File: src/rtl/io_port_bank_if.sv
// Core/board-facing signal bundle for io_port_bank.
// The master side drives requests and board inputs; the slave side is the bank itself.
interface io_port_bank_if #(
  parameter int DATA_W  = 32,
  parameter int SW_W    = 13,
  parameter int NUM_OUT = 4,
  parameter int ADDR_W  = 2
);
  logic [SW_W-1:0]           Switches;
  logic                      Set;
  logic                      InReq;
  logic                      OutWe;
  logic [ADDR_W-1:0]         Addr;
  logic [DATA_W-1:0]         WrData;
  logic [DATA_W-1:0]         DataIO;
  logic                      InValid;
  logic                      Wait;
  logic [DATA_W-1:0]         Output;
  logic [NUM_OUT*DATA_W-1:0] OutBus;
  logic                      AddrErr;

  modport master (
    output Switches, Set, InReq, OutWe, Addr, WrData,
    input  DataIO, InValid, Wait, Output, OutBus, AddrErr
  );

  modport slave (
    input  Switches, Set, InReq, OutWe, Addr, WrData,
    output DataIO, InValid, Wait, Output, OutBus, AddrErr
  );
endinterface

File: src/rtl/io_port_bank.sv
// Memory-mapped I/O bank: NUM_OUT writable output registers plus a debounced,
// handshaked switch-input channel that stalls the core until the operator presses Set.
module io_port_bank #(
  parameter int DATA_W       = 32,
  parameter int SW_W         = 13,
  parameter int NUM_OUT      = 4,
  parameter int ADDR_W       = 2,
  parameter int SYNC_STAGES  = 2,
  parameter int DEBOUNCE_CYC = 16
) (
  input  logic          Clock,
  input  logic          Reset,
  io_port_bank_if.slave bus
);

  localparam int                CNT_W     = $clog2(DEBOUNCE_CYC + 1);
  localparam logic [CNT_W-1:0]  CNT_LAST  = CNT_W'(DEBOUNCE_CYC - 1);
  localparam logic [ADDR_W:0]   NUM_OUT_A = (ADDR_W + 1)'(NUM_OUT);

  typedef enum logic [1:0] {
    IDLE,
    WAIT_PRESS,
    WAIT_RELEASE
  } state_e;

  logic [SYNC_STAGES-1:0]    sync_q;
  logic                      synced;
  logic                      deb_q, deb_d;
  logic [CNT_W-1:0]          cnt_q, cnt_d;

  state_e                    state_q, state_d;
  logic                      consumed_q, consumed_d;
  logic                      wait_q, wait_d;
  logic                      valid_q, valid_d;
  logic [DATA_W-1:0]         data_q, data_d;

  logic [DATA_W-1:0]         output_q;
  logic                      addr_err_q;
  logic [NUM_OUT*DATA_W-1:0] out_bus;
  logic                      addr_ok;
  logic                      wr_req;
  logic                      wr_en;

  // Set is asynchronous to Clock; only the last stage is used downstream.
  always_ff @(posedge Clock or negedge Reset) begin
    if (!Reset) begin
      sync_q <= '0;
    end else begin
      sync_q <= {sync_q[SYNC_STAGES-2:0], bus.Set};
    end
  end

  assign synced = sync_q[SYNC_STAGES-1];

  // Any cycle where synced agrees with the debounced level restarts the count.
  always_comb begin
    deb_d = deb_q;
    cnt_d = '0;
    if (synced != deb_q) begin
      if (cnt_q == CNT_LAST) begin
        deb_d = ~deb_q;
      end else begin
        cnt_d = cnt_q + 1'b1;
      end
    end
  end

  always_ff @(posedge Clock or negedge Reset) begin
    if (!Reset) begin
      deb_q <= 1'b0;
      cnt_q <= '0;
    end else begin
      deb_q <= deb_d;
      cnt_q <= cnt_d;
    end
  end

  always_comb begin
    state_d    = state_q;
    consumed_d = consumed_q;
    valid_d    = 1'b0;
    data_d     = data_q;
    case (state_q)
      IDLE: begin
        // A button already down when the request arrives is stale: wait for release first.
        if (bus.InReq) begin
          state_d = deb_q ? WAIT_RELEASE : WAIT_PRESS;
        end
      end
      WAIT_PRESS: begin
        if (deb_q) begin
          data_d     = DATA_W'(bus.Switches);
          valid_d    = 1'b1;
          consumed_d = 1'b1;
          state_d    = WAIT_RELEASE;
        end
      end
      WAIT_RELEASE: begin
        if (!deb_q) begin
          consumed_d = 1'b0;
          state_d    = IDLE;
        end
      end
      default: begin
        state_d = IDLE;
      end
    endcase
    wait_d = (state_d == WAIT_PRESS) ||
             ((state_d == WAIT_RELEASE) && bus.InReq && !consumed_d);
  end

  always_ff @(posedge Clock or negedge Reset) begin
    if (!Reset) begin
      state_q    <= IDLE;
      consumed_q <= 1'b0;
      wait_q     <= 1'b0;
      valid_q    <= 1'b0;
      data_q     <= '0;
    end else begin
      state_q    <= state_d;
      consumed_q <= consumed_d;
      wait_q     <= wait_d;
      valid_q    <= valid_d;
      data_q     <= data_d;
    end
  end

  // Writes presented while the core is stalled are dropped silently.
  assign addr_ok = ({1'b0, bus.Addr} < NUM_OUT_A);
  assign wr_req  = bus.OutWe && !wait_q;
  assign wr_en   = wr_req && addr_ok;

  for (genvar gi = 0; gi < NUM_OUT; gi++) begin : g_out_reg
    localparam logic [ADDR_W-1:0] IDX = ADDR_W'(gi);
    logic [DATA_W-1:0] reg_q;

    always_ff @(posedge Clock or negedge Reset) begin
      if (!Reset) begin
        reg_q <= '0;
      end else if (wr_en && (bus.Addr == IDX)) begin
        reg_q <= bus.WrData;
      end
    end

    assign out_bus[gi*DATA_W +: DATA_W] = reg_q;
  end

  always_ff @(posedge Clock or negedge Reset) begin
    if (!Reset) begin
      output_q   <= '0;
      addr_err_q <= 1'b0;
    end else begin
      if (wr_en) begin
        output_q <= bus.WrData;
      end
      if (wr_req && !addr_ok) begin
        addr_err_q <= 1'b1;
      end
    end
  end

  assign bus.DataIO  = data_q;
  assign bus.InValid = valid_q;
  assign bus.Wait    = wait_q;
  assign bus.Output  = output_q;
  assign bus.OutBus  = out_bus;
  assign bus.AddrErr = addr_err_q;

endmodule

File: src/flat_wrapper.sv
// flat-port wrapper written by rule: the top's interface ports become plain ports
module io_port_bank_flat 
#(
  parameter int DATA_W       = 32,
  parameter int SW_W         = 13,
  parameter int NUM_OUT      = 4,
  parameter int ADDR_W       = 2,
  parameter int SYNC_STAGES  = 2,
  parameter int DEBOUNCE_CYC = 16
)
  (Clock, Reset, bus_Switches, bus_Set, bus_InReq, bus_OutWe, bus_Addr, bus_WrData, bus_DataIO, bus_InValid, bus_Wait, bus_Output, bus_OutBus, bus_AddrErr);
  io_port_bank_if #(.DATA_W(DATA_W), .SW_W(SW_W), .NUM_OUT(NUM_OUT), .ADDR_W(ADDR_W)) bus_i ();
  input  logic Clock;
  input  logic Reset;
  input wire logic [$bits(bus_i.Switches)-1:0] bus_Switches;
  input wire logic [$bits(bus_i.Set)-1:0] bus_Set;
  input wire logic [$bits(bus_i.InReq)-1:0] bus_InReq;
  input wire logic [$bits(bus_i.OutWe)-1:0] bus_OutWe;
  input wire logic [$bits(bus_i.Addr)-1:0] bus_Addr;
  input wire logic [$bits(bus_i.WrData)-1:0] bus_WrData;
  output wire logic [$bits(bus_i.DataIO)-1:0] bus_DataIO;
  output wire logic [$bits(bus_i.InValid)-1:0] bus_InValid;
  output wire logic [$bits(bus_i.Wait)-1:0] bus_Wait;
  output wire logic [$bits(bus_i.Output)-1:0] bus_Output;
  output wire logic [$bits(bus_i.OutBus)-1:0] bus_OutBus;
  output wire logic [$bits(bus_i.AddrErr)-1:0] bus_AddrErr;
  assign bus_i.Switches = bus_Switches;
  assign bus_i.Set = bus_Set;
  assign bus_i.InReq = bus_InReq;
  assign bus_i.OutWe = bus_OutWe;
  assign bus_i.Addr = bus_Addr;
  assign bus_i.WrData = bus_WrData;
  assign bus_DataIO = bus_i.DataIO;
  assign bus_InValid = bus_i.InValid;
  assign bus_Wait = bus_i.Wait;
  assign bus_Output = bus_i.Output;
  assign bus_OutBus = bus_i.OutBus;
  assign bus_AddrErr = bus_i.AddrErr;
  io_port_bank #(.DATA_W(DATA_W), .SW_W(SW_W), .NUM_OUT(NUM_OUT), .ADDR_W(ADDR_W), .SYNC_STAGES(SYNC_STAGES), .DEBOUNCE_CYC(DEBOUNCE_CYC)) u_core (.Clock(Clock), .Reset(Reset), .bus(bus_i));
endmodule
File: config.mk
export PLATFORM = sky130hd
export DESIGN_NAME = io_port_bank_flat
export DESIGN_NICKNAME = d
export VERILOG_FILES = /design/src/rtl/io_port_bank_if.sv /design/src/rtl/io_port_bank.sv /design/src/flat_wrapper.sv
export SDC_FILE = /design/constraint.sdc
export NUM_CORES = 1
export LEC_CHECK = 0
export CAP_MARGIN = 20
export CORE_MARGIN = 3
export CORE_UTILIZATION = 46
export CTS_BUF_LIST = sky130_fd_sc_hd__clkbuf_8 sky130_fd_sc_hd__clkbuf_16
export DETAILED_ROUTE_END_ITERATION = 8
export PLACE_DENSITY = 0.81
export SKIP_LAST_GASP = 1
export SLEW_MARGIN = 0
export SYNTH_ARGS = -nofsm -noshare
export SYNTH_HDL_FRONTEND = slang
export SYNTH_SLANG_ARGS = --single-unit
File: constraint.sdc
create_clock -name Clock -period 1.8 [get_ports Clock]
set_input_delay 0.18 -clock Clock [delete_from_list [all_inputs] [get_ports Clock]]
set_output_delay 0.18 -clock Clock [all_outputs]
set_load 0.01 [all_outputs]
Word level (Yosys, flattened, before mapping)
Cells that the tools add are included.
{ "totals": {"register_bits": 186, "inputBits": 52, "output_inout_bits": 195, "elab_cells": 50} }
{ "op_classes": {"n_addsub": 1, "eq_ne": 9, "n_mux": 12, "bitwise_logic": 1, "n_reduce_logical": 14} }
{ "ops": {"columns": ["cell", "n"], "rows": [
  ["5-bit two-way mux", 2],
  ["2-bit == test, second input constant", 4],
  ["2-bit two-way mux", 4],
  ["1-bit logical AND", 7],
  ["2-bit by 1-bit == test with 1-bit output, second input constant", 3],
  ["2-bit one-hot mux with 3 select lines", 1],
  ["5-bit by 1-bit adder with 5-bit output, second input constant", 1],
  ["5-bit by 4-bit == test with 1-bit output, second input constant", 1],
  ["2-bit logical NOT", 2],
  ["1-bit two-way mux", 4],
  ["2-bit AND reduction", 2],
  ["1-bit logical NOT", 2],
  ["1-bit one-hot mux with 2 select lines", 1],
  ["1-bit logical OR", 1],
  ["1-bit != test", 1],
  ["1-bit NOT", 1]
]} }

Logic depth before layout (Yosys ltp)
{ "depth": {"depth_word": 7, "depth_mapped": 7, "depth_no_buf": 6} }

Worst setup path before layout
OpenSTA, ideal clock, no wires.
{ "synth_timing": {"kind": "reg2reg", "start": "reg u_core.state_q[0]", "end": "reg u_core.wait_q (netlist: u_core.bus.Wait)", "setup_time_ns": 0.082, "arrival_time_ns": 1.588, "required_time_ns": 1.718, "slack_ns": 0.129, "path_stages_with_launch": 7, "path_buffers": 0, "synth_period_minus_slack_ns": 1.671, "cell_sequence": "dfrtp_1 > inv_1 > ha_1 > a22o_1 > a22o_1 > or3b_1 > o22ai_1"} }
{ "synth_between": {"word_cells_on_any_way": 14, "classes_between": "4 x eq/ne; 5 x mux; 5 x reduce/logical"} }
{ "synth_lines": {"columns": ["item", "line_no", "text"], "rows": [
  ["start: declaration", "io_port_bank.sv:31", "state_e state_q, state_d;"],
  ["start signal: assignment", "io_port_bank.sv:120", "state_q <= state_d;"],
  ["2-bit == test or 2-bit by 1-bit == test with 1-bit output (tied branches)", "io_port_bank.sv:83", "case (state_q)"],
  ["1-bit one-hot mux with 2 select lines *", "io_port_bank.sv:83", null],
  ["via u_core.consumed_d", "io_port_bank.sv:32", "logic consumed_q, consumed_d;"],
  ["1-bit logical NOT *", "io_port_bank.sv:109", "((state_d == WAIT_RELEASE) && bus.InReq && !consumed_d);"],
  ["1-bit logical AND *", "io_port_bank.sv:109", null],
  ["1-bit logical OR *", "io_port_bank.sv:108", "wait_d = (state_d == WAIT_PRESS) ||"],
  ["via u_core.wait_d", "io_port_bank.sv:33", "logic wait_q, wait_d;"],
  ["end signal: assignment", "io_port_bank.sv:122", "wait_q <= wait_d;"],
  ["end: declaration", "io_port_bank.sv:33", null]
]} }
The timed path passes the listed nets; every way through them passes the cells marked *.
A chain may end at the register's enable or synchronous reset.

Final worst setup path
Same ends and word-level chain as after synthesis.

==> qor.csv <==
metric;value;unit
setup_violations;0;
hold_violations;0;
synth_mux_area_share;27.5;%
register_area;4650;um2
layout.nets;754;
postSynthCellCount;445;
io_buffers;226;
status;finished clean;
yosysMostFrequentCell;dfrtp_1;
yosys_warnings;0;
slew-limit-headroom;65.8;%
htree_levels;4;
dieArea;17400;um2
avgViaCountPerCell;4.94;
wl_per_cell;18.7;um
synth_common_cells;186 x dfrtp_1, 162 x mux2_2, 23 x buf_4;
crit_type;flop to flop;
dpl_cell_area;9860;um2
cts_buffer_depth;2;
grt_max_degree;55;
multiInputGateArea;2450;um2
end_kind;flop;
core_region_area;15400;um2
drive_gt1_share;33.7;%
detail-route-antenna-nets;0;
nFillCells;1071;
start_kind;flop;
grt_overflow;0;
io_pins;247;
synth-compound-area-share;0.942;%
first_pass_iters;4;
arrival;2.11;ns
power.leakage;4.55;nW
ys_ff_latch;186;
n_antenna_cell;0;
synth_top_area_cell;dfrtp_1;
clkTransAtPathRegs;0.06;ns
cts.sinks;186;
area_growth;43.5;%
crit_fanout;4;
drc;0;
synth_flop_cell;dfrtp_1;
chipHeight;132;um
fin_ws;0.0385;ns
start_util;47.5;%
syn_area_per_cell;16.4;um2
fin_crit;1.76;ns
die_width;132;um
gr-usage-all-layers;19.9;%
dp_slack;-0.0663;ns
grt_pass1_wl;27600;um
synth_top_cell_area_share;63.7;%
yosys-top-cells-area;dfrtp_1 64%, mux2_2 25%, buf_4 2.4%;
synth_area;7300;um2
antenna_found_initial;0;
cts-root-buf;clkbuf_16;
final_cell_area;10500;um2
placementRows;45;
maxSlewViolCount;0;
routabilityCongestion;0.767;
crit_required;2.14;ns
drt-total-wl;17100;um
worst_pin_slew;0.513;ns
cts_tree;yes;
synth_top_family_by_area;multiplexers;
cts_made_buffers;17;
fin_tns_setup;0;ns
synth_xor_area_share;0.360;%
max_freq;568;MHz
p_per_area;1730;nW/um2
synth_fa_ha_area_share;1.03;%
clock_latency;0.42;ns
drt_iter0_drc;126;
vias;4536;
skew;0.00449;ns
hold_class;primary input to flop;
ys_seq_area_share;63.7;%
synthArstFlopShare;100;%
synth-simple-area-share;2.18;%
synth_edf_count;0;
rsz0062_at_grt;yes;
maxCapViolCount;0;
grt_pass1_vias;4925;
fin_crit_sh;97.9;%
synthDistinctLibCells;29;
peakVddDrop;0.000920;V
power;18.1;mW
hpwl;12800;um
[worst paths after layout]
check                      depth (start not counted)                               end                   startpoint  slack (ns)
max                                                6         u_core.bus.Wait$_DFF_PN0_  u_core.state_q[0]$_DFF_PN0_        0.04
min reg2reg                                        0        u_core.sync_q[1]$_DFF_PN0_   u_core.sync_q[0]$_DFF_PN0_        0.35
max reg2reg                                        6         u_core.bus.Wait$_DFF_PN0_  u_core.state_q[0]$_DFF_PN0_        0.04
min                                                1        u_core.sync_q[0]$_DFF_PN0_                      bus_Set        0.20
max in group asynchronous                          3        u_core.sync_q[1]$_DFF_PN0_                        Reset        0.86
min in group asynchronous                          2  u_core.bus.Output[7]$_DFFE_PN0P_                        Reset        0.30
[placed cells by master (no fill, tap or decap), types with 3 or more instances in the layout]
cell type,instances
mux2_4,10
ha_1,3
clkbuf_16,17
dfrtp_1,186
buf_4,17
mux2_2,162
clkinvlp_4,3
buf_12,7
clkinv_2,4
xor2_1,3
clkdlybuf4s50_1,225
mux2_1,3
nor2_1,8
conb_1,20
[registers in the layout, summed over array words and instances, names as in the netlist]
register            flops
u_core.consumed_q       1
u_core.bus.Wait         1
u_core.bus.InValid      1
u_core.sync_q           2
u_core.g_out.reg_q    128
u_core.bus.Output      32
u_core.deb_q            1
u_core.cnt_q            5
u_core.state_q          2
u_core.bus.DataIO      13
[kinds of logic (layout without fill, tap and decap cells)]
family | after synthesis | count (layout)
adder cells (fa/ha/maj) | 6 | 6
XOR/XNOR | 3 | 3
flip-flops | 186 | 186
buffers and inverters | 42 | 285
AO/OA/AOI/OAI | 9 | 9
other | 1 | 20
AND/OR/NAND/NOR | 23 | 23
multiplexers | 175 | 175
[worst max-delay path, stage by stage (launching register included)]
cell     delay, ns
dfrtp_1       0.43
buf_6         0.15
ha_2          0.19
a22o_1        0.20
a22o_1        0.22
or3b_1        0.39
o22ai_2       0.10
[metal layers]
layer	share of wire (%)	global-route usage, %	routed length (um)	vias up
met5	0	0	0	-
met4	1.3	5.48	223	0
met3	5.5	5.00	938	17
met2	52	34.2	8890	159
met1	41	25.1	7100	2335
li1	-	-	-	2025
[power breakdown]
group	switching [mW]	internal (mW)	leakage (nW)	total [mW]
clock network	1.52	1.96	0.267	3.48
registers	1.06	6.03	2.27	7.09
logic	2.76	4.82	2.01	7.58
total	5.34	12.8	4.55	18.1
[timing repair]
item / in CTS / in global routing
pin swaps: 0 / 2
cloned: 0 / 0
setup endpoints to repair: 1 / 1
buffers inserted: 3 / 0
hold endpoints to repair: 46 / 0
gates resized for setup: 1 / 6
hold buffers: 1 / 0
[final cells by class]
cell class              count  share of cell area (%)
flip-flops and latches    186                    44.4
multi-input cells         236                    23.4
clock buffers              19                    4.32
repair buffers            252                    24.3
well taps                 211                    2.52
inverters                   3                   0.107
clock inverters            11                   0.943
[through the flow]
stage | hold slack [ns] | util, % | instances
final | 0.196 | 68.2 | 918
after global routing | 0.187 | 68.2 | 918
after CTS | 0.175 | 68.0 | 918
after detailed placement | 0.175 | 64.2 | 884
after global placement | 0.168 | 64.2 | 884
after floorplan | -0.116 | - | 464
Note: power is estimated with default switching activity, not from simulation.
==> edit 1: new RTL, config.mk and constraints unchanged <==
`ADDR_W` is set to 2 in 3 places; all go to 3.
--- a/src/rtl/io_port_bank_if.sv
+++ b/src/rtl/io_port_bank_if.sv
@@ -5,5 +5,5 @@
   parameter int SW_W    = 13,
   parameter int NUM_OUT = 4,
-  parameter int ADDR_W  = 2
+  parameter int ADDR_W  = 3
 );
   logic [SW_W-1:0]           Switches;
--- a/src/rtl/io_port_bank.sv
+++ b/src/rtl/io_port_bank.sv
@@ -5,5 +5,5 @@
   parameter int SW_W         = 13,
   parameter int NUM_OUT      = 4,
-  parameter int ADDR_W       = 2,
+  parameter int ADDR_W       = 3,
   parameter int SYNC_STAGES  = 2,
   parameter int DEBOUNCE_CYC = 16
--- a/src/flat_wrapper.sv
+++ b/src/flat_wrapper.sv
@@ -5,5 +5,5 @@
   parameter int SW_W         = 13,
   parameter int NUM_OUT      = 4,
-  parameter int ADDR_W       = 2,
+  parameter int ADDR_W       = 3,
   parameter int SYNC_STAGES  = 2,
   parameter int DEBOUNCE_CYC = 16
Ports: changed (resized bus_Addr); port bits go from 247 to 248. No check against the original RTL was run, so the function may have changed too.
==> edit 1 against the original RTL <==
Critical endpoint is now u_core.g_out_reg[2].reg_q[4]. Routed wire length rose by 1.6%. Power fell by 2.2%. Maximum frequency up 0.75%. Setup slack better by 13 ps. Cell area increased by 1.1%. Sequential cell count rose by 1. Combinational power shrank 7.0%. Area after synthesis shrank 1.1%.
==> edit 1: results (changes against the original RTL) <==
- **status** finished, final reports clean
- **Yosys warning count** 0, unchanged
- **drt pass-1 iters** 4, unchanged
- **GRT Util Overall** 0.2054, +0.006892
- **Critical Path Source** u_core.bus.Wait
- **total of fill cells in the finished design** 1,041, -2.8%
- **worst ir drop on vdd** 0.0009412 V, +2.3%
- **leakage dissipation** 4.735 nW, +4.1%
- **initial antenna violation count** 1, +1
- **port buffer count** 228, +0.88%
- **asr flop ratio synth** 1.000, unchanged
- **Netlist cell types** 30, +3.4%
- **pin count of the biggest net entering global routing** 53, -3.6%
- **arrival time worst endpoint** 2050 ps, -60 ps
- **register with the highest flop count** u_core.g_out.reg_q
- **routability congestion estimate** 0.7767, +1.3%
- **HPWL after DPL** 12.47 mm, -2.3%
- **clock tree root buffer cell** sky130_fd_sc_hd__clkbuf_16
- **count of routing violations after the opening detailed-route iteration** 162, +29%
- **Largest register FFs** 128, unchanged
- **Worst Hold Launch** bus_Set
- **most common library cells after synthesis** sky130_fd_sc_hd__dfrtp_1, sky130_fd_sc_hd__mux2_2, sky130_fd_sc_hd__buf_4
- **clock network latency to the later pin of the worst-skew pair** 420 ps, about the same
- **fraction of final layout cells sized beyond drive strength 1** 0.3417, +0.005068
- **Hold Path Class** in -> reg
- **sequential share of the synthesized area** 0.6480, +0.01064
- **ranking of synthesized cells by area** sky130_fd_sc_hd__dfrtp_1, sky130_fd_sc_hd__mux2_2, sky130_fd_sc_hd__buf_4, sky130_fd_sc_hd__ha_1, sky130_fd_sc_hd__buf_2
- **total clock buffers created by CTS** 17, unchanged
- **Diodes inserted** 0, unchanged
- **relative max-transition margin** 0.6502, -0.007703
- **clk_skew** 7.346 ps, +2.853 ps
- **NumNets Final** 763, +1.2%
- **first-pass GRT wire length** 28.00 mm, +1.5%
- **number of H-tree levels** 4, unchanged
- **vias in the first global route** 5,125, +4.1%
- **CTS Buffer Depth** 2, unchanged
- **via count** 4,546, +0.22%
- **clock-pin slew on the worst setup and hold paths** 70 ps
- **Routed WL** 17.42 mm, +1.6%
- **critical path peak fanout** 26, +22
-- edit 1: cells by family (layout without fill, tap and decap cells) --
group                      after synthesis  in the layout  synth area share
DFF                                    187            187            0.6480
buffers and inverters                   41            293           0.03482
adders and majority gates                6              6           0.01039
xor gates and xnor gates                 3              3          0.003639
AOI/OAI and AO/OA                       10             10          0.009877
other                                    1             19         0.0005193
and+or+nand+nor                         24             24           0.01993
muxes                                  175            175            0.2729
-- edit 1: area by class of cell --
class / instances / area (µm²) / area share
clock inverters: 12 / 123.9 / 0.01169
flip-flops and latches: 187 / 4679 / 0.4416
well taps: 211 / 264.0 / 0.02491
multi-input cells: 237 / 2416 / 0.2280
repair buffers: 257 / 2631 / 0.2483
inverters: 4 / 15.01 / 0.001417
clock buffers: 20 / 466.7 / 0.04404
-- edit 1: report_power, final --
part | total, mW | switching, mW | internal, mW
registers | 7.02 | 1.03 | 5.98
clock network | 3.69 | 1.54 | 2.15
logic | 7.05 | 2.55 | 4.50
total | 17.8 | 5.13 | 12.6
-- edit 1: path summary, 6_finish.rpt --
check,end,slack (ps),depth (start not counted)
min in group asynchronous,u_core.bus.Output[19],290,2
setup reg to reg,u_core.g_out_reg[2].reg_q[4],50,6
hold reg to reg,u_core.sync_q[1],350,0
hold / removal,u_core.sync_q[0],200,1
setup / recovery,u_core.g_out_reg[2].reg_q[4],50,6
max in group asynchronous,u_core.bus.AddrErr,890,3
-- edit 1: what timing repair did --
action	4_1_cts	5_1_grt
hold buffers	1	0
buffers inserted	1	3
cloned	0	1
hold endpoints to repair	47	0
gates resized for setup	5	10
pin swaps	2	1
endpoints found under the setup margin	1	33
-- edit 1: per-layer routing --
layer  routed length (µm)  track usage
met5                   13            0
met4                  197      0.05834
met3                 1552      0.08882
met2                 8737       0.3433
met1                 6917       0.2436
-- edit 1: through the flow --
| step | worst slack [ps] | setup TNS (ps) | std cells | area [µm²] | hold WS, ps |
|---|---|---|---|---|---|
| after floorplan | 35.55 | 0 | 465 | 7289 | -115.6 |
| after global placement | -196.7 | -17100 | 890 | 9902 | 174.9 |
| after detailed placement | -217.9 | -20400 | 890 | 9902 | 184.3 |
| after CTS | 2.677 | 0 | 924 | 10530 | 185.8 |
| after global routing | -17.57 | -174.8 | 928 | 10600 | 187.0 |
| final | 51.57 | 0 | 928 | 10600 | 199.8 |
-- edit 1: worst max-delay path, stage by stage (launching register included) --
cell	delay, ps
sky130_fd_sc_hd__dfrtp_1	420
sky130_fd_sc_hd__nor3b_4	270
sky130_fd_sc_hd__buf_4	170
sky130_fd_sc_hd__buf_4	90
sky130_fd_sc_hd__nand3b_1	150
sky130_fd_sc_hd__buf_12	230
sky130_fd_sc_hd__mux2_2	290
==> edit 2: new RTL, same flow settings <==
Without the edit above. `data_q` no longer has a reset.
--- a/src/rtl/io_port_bank.sv
+++ b/src/rtl/io_port_bank.sv
@@ -116,5 +116,4 @@
       wait_q     <= 1'b0;
       valid_q    <= 1'b0;
-      data_q     <= '0;
     end else begin
       state_q    <= state_d;
@@ -122,6 +121,9 @@
       wait_q     <= wait_d;
       valid_q    <= valid_d;
-      data_q     <= data_d;
     end
+  end
+
+  always_ff @(posedge Clock) begin
+    data_q <= data_d;
   end
 
Function: no difference found for any inputs over 10 cycles, from zero or initial values and one cycle with Reset low; that may be too few to reach the edited logic, so the function may still have changed.
==> edit 2 against the original RTL <==
Power barely moved. Critical path type unchanged. Area after synthesis fell by 1.8%. Largest power group unchanged. Sequential share of layout area is 1.1 points higher. Sequential cell count unchanged. Via count shrank 2.4%. Critical endpoint unchanged. Non-clock buffer count fell by 3. Routed wire length fell by 2.2%. Cell area down 1.1%. Setup slack gained 0.67 ps. Utilization is 0.23 points lower.
==> edit 2: results (changes against the original RTL) <==
- **NumNets Final** 738, -2.1%
- **worst slack at placement** -80.61 ps, -14.35 ps
- **most common library cells after synthesis** sky130_fd_sc_hd__dfrtp_1, sky130_fd_sc_hd__mux2_2, sky130_fd_sc_hd__buf_4
- **first-pass GRT wire length** 26.12 mm, -5.4%
- **sequential share of the synthesized area** 0.6578, +0.02052
- **status** finished, final reports clean
- **clk_skew** 5.560 ps, +1.067 ps
- **pin count of the biggest net entering global routing** 52, -5.5%
- **drt wl/cell** 18.56 µm, -0.65%
- **GRT Util Overall** 0.2014, +0.002911
- **count of routing violations after the opening detailed-route iteration** 115, -8.7%
- **worst hold margin** 191.9 ps, -4.045 ps
- **routability congestion estimate** 0.7325, -4.5%
- **HPWL after DPL** 12.02 mm, -5.8%
- **standard cell area after detailed placement** 9729 µm², -1.3%
- **total of fill cells in the finished design** 1,079, +0.75%
- **vias in the first global route** 4,710, -4.4%
- **fraction of final layout cells sized beyond drive strength 1** 0.3131, -0.02350
- **most common flop cell mapped by yosys** sky130_fd_sc_hd__dfrtp_1
- **ranking of synthesized cells by area** sky130_fd_sc_hd__dfrtp_1, sky130_fd_sc_hd__mux2_2, sky130_fd_sc_hd__edfxtp_1, sky130_fd_sc_hd__buf_4, sky130_fd_sc_hd__mux2_1
- **via count** 4,426, -2.4%
- **Worst Setup Slack, final** 39.17 ps, +0.6692 ps
- **number of flops mapped to enable cells by yosys** 13, +13
- **asr flop ratio synth** 0.9301, -0.06989
- **leakage dissipation** 4.395 nW, -3.4%
- **worst ir drop on vdd** 0.0009185 V, -0.17%
- **area used by multi-input combinational logic** 2248 µm², -8.2%
[edit 2: cell count changes in the layout (fill, tap and decap cells not counted), moves of 2 or more]
cell                       change
sky130_fd_sc_hd__dfrtp_1      -13
sky130_fd_sc_hd__edfxtp_1     +13
sky130_fd_sc_hd__mux2_4       -10
sky130_fd_sc_hd__mux2_2        -9
sky130_fd_sc_hd__mux2_1        +6
sky130_fd_sc_hd__buf_4         -4
sky130_fd_sc_hd__buf_12        +2
sky130_fd_sc_hd__clkbuf_8      +2
[edit 2: kinds of logic (layout without fill, tap and decap cells)]
logic type                 after synthesis  after routing  share of synthesized area
AOI/OAI and AO/OA                        9              9                   0.009592
xor gates and xnor gates                 3              3                   0.003663
adders and majority gates                6              6                    0.01046
buffers and inverters                   40            284                    0.04151
DFF                                    186            186                     0.6578
muxes                                  162            162                     0.2543
other                                    1             20                  0.0005227
and+or+nand+nor                         23             23                    0.02215
[edit 2: through the flow]
stage               instances  setup TNS [ps]  power [mW]
detailed placement        866           -4950       14.66
global placement          866           -2660       14.33
finish                    904               0       18.15
CTS                       902               0       18.35
global route              904          -29.46       19.13
floorplan                 449               0       9.963
[edit 2: repair_timing]
action	CTS	global route
hold buffers	1	0
pin swaps	0	2
resized for setup	0	5
setup buffers	3	2
endpoints found under the hold margin	47	0
setup endpoints to repair	1	1
[edit 2: layout make-up]
class	instances	share of cell area
Tap cell	211	0.02546
Clock buffer	21	0.04633
Inverter	3	0.001086
Multi-Input combinational cell	223	0.2168
Timing Repair Buffer	249	0.2460
Clock inverter	11	0.009289
Sequential cell	186	0.4551
[edit 2: path summary, 6_finish.rpt]
path | startpoint | endpoint | depth (start not counted)
max | u_core.state_q[0] | u_core.bus.Wait | 6
min | bus_Set | u_core.sync_q[0] | 1
max reg2reg | u_core.state_q[0] | u_core.bus.Wait | 6
min reg2reg | u_core.sync_q[0] | u_core.sync_q[1] | 0
max in group asynchronous | Reset | u_core.g_out_reg[0].reg_q[1] | 3
min in group asynchronous | Reset | u_core.bus.Output[20] | 2
[edit 2: report_power, final]
part | internal (mW) | switching (mW) | leakage (nW)
sequential | 6.07 | 1.05 | 2.20
clock | 2.04 | 1.52 | 0.278
combinational | 4.72 | 2.75 | 1.91
total | 12.8 | 5.32 | 4.39
[edit 2: routing by layer]
metal / wire [µm] / share of wire / track usage / vias to the layer above
li1: - / - / - / 1983
met1: 6216 / 0.37 / 0.2322 / 2262
met2: 8879 / 0.53 / 0.3464 / 157
met3: 1394 / 0.083 / 0.07805 / 24
met4: 283 / 0.017 / 0.06534 / 0
met5: 0 / 0 / 0 / -
[edit 2: critical path: cells and delay by family, from the launching register on]
family	cells	cell delay [ps]
compound gates	3	540
fa+ha+maj	1	180
buf+inv	1	160
flops	1	430
simple gates	1	360
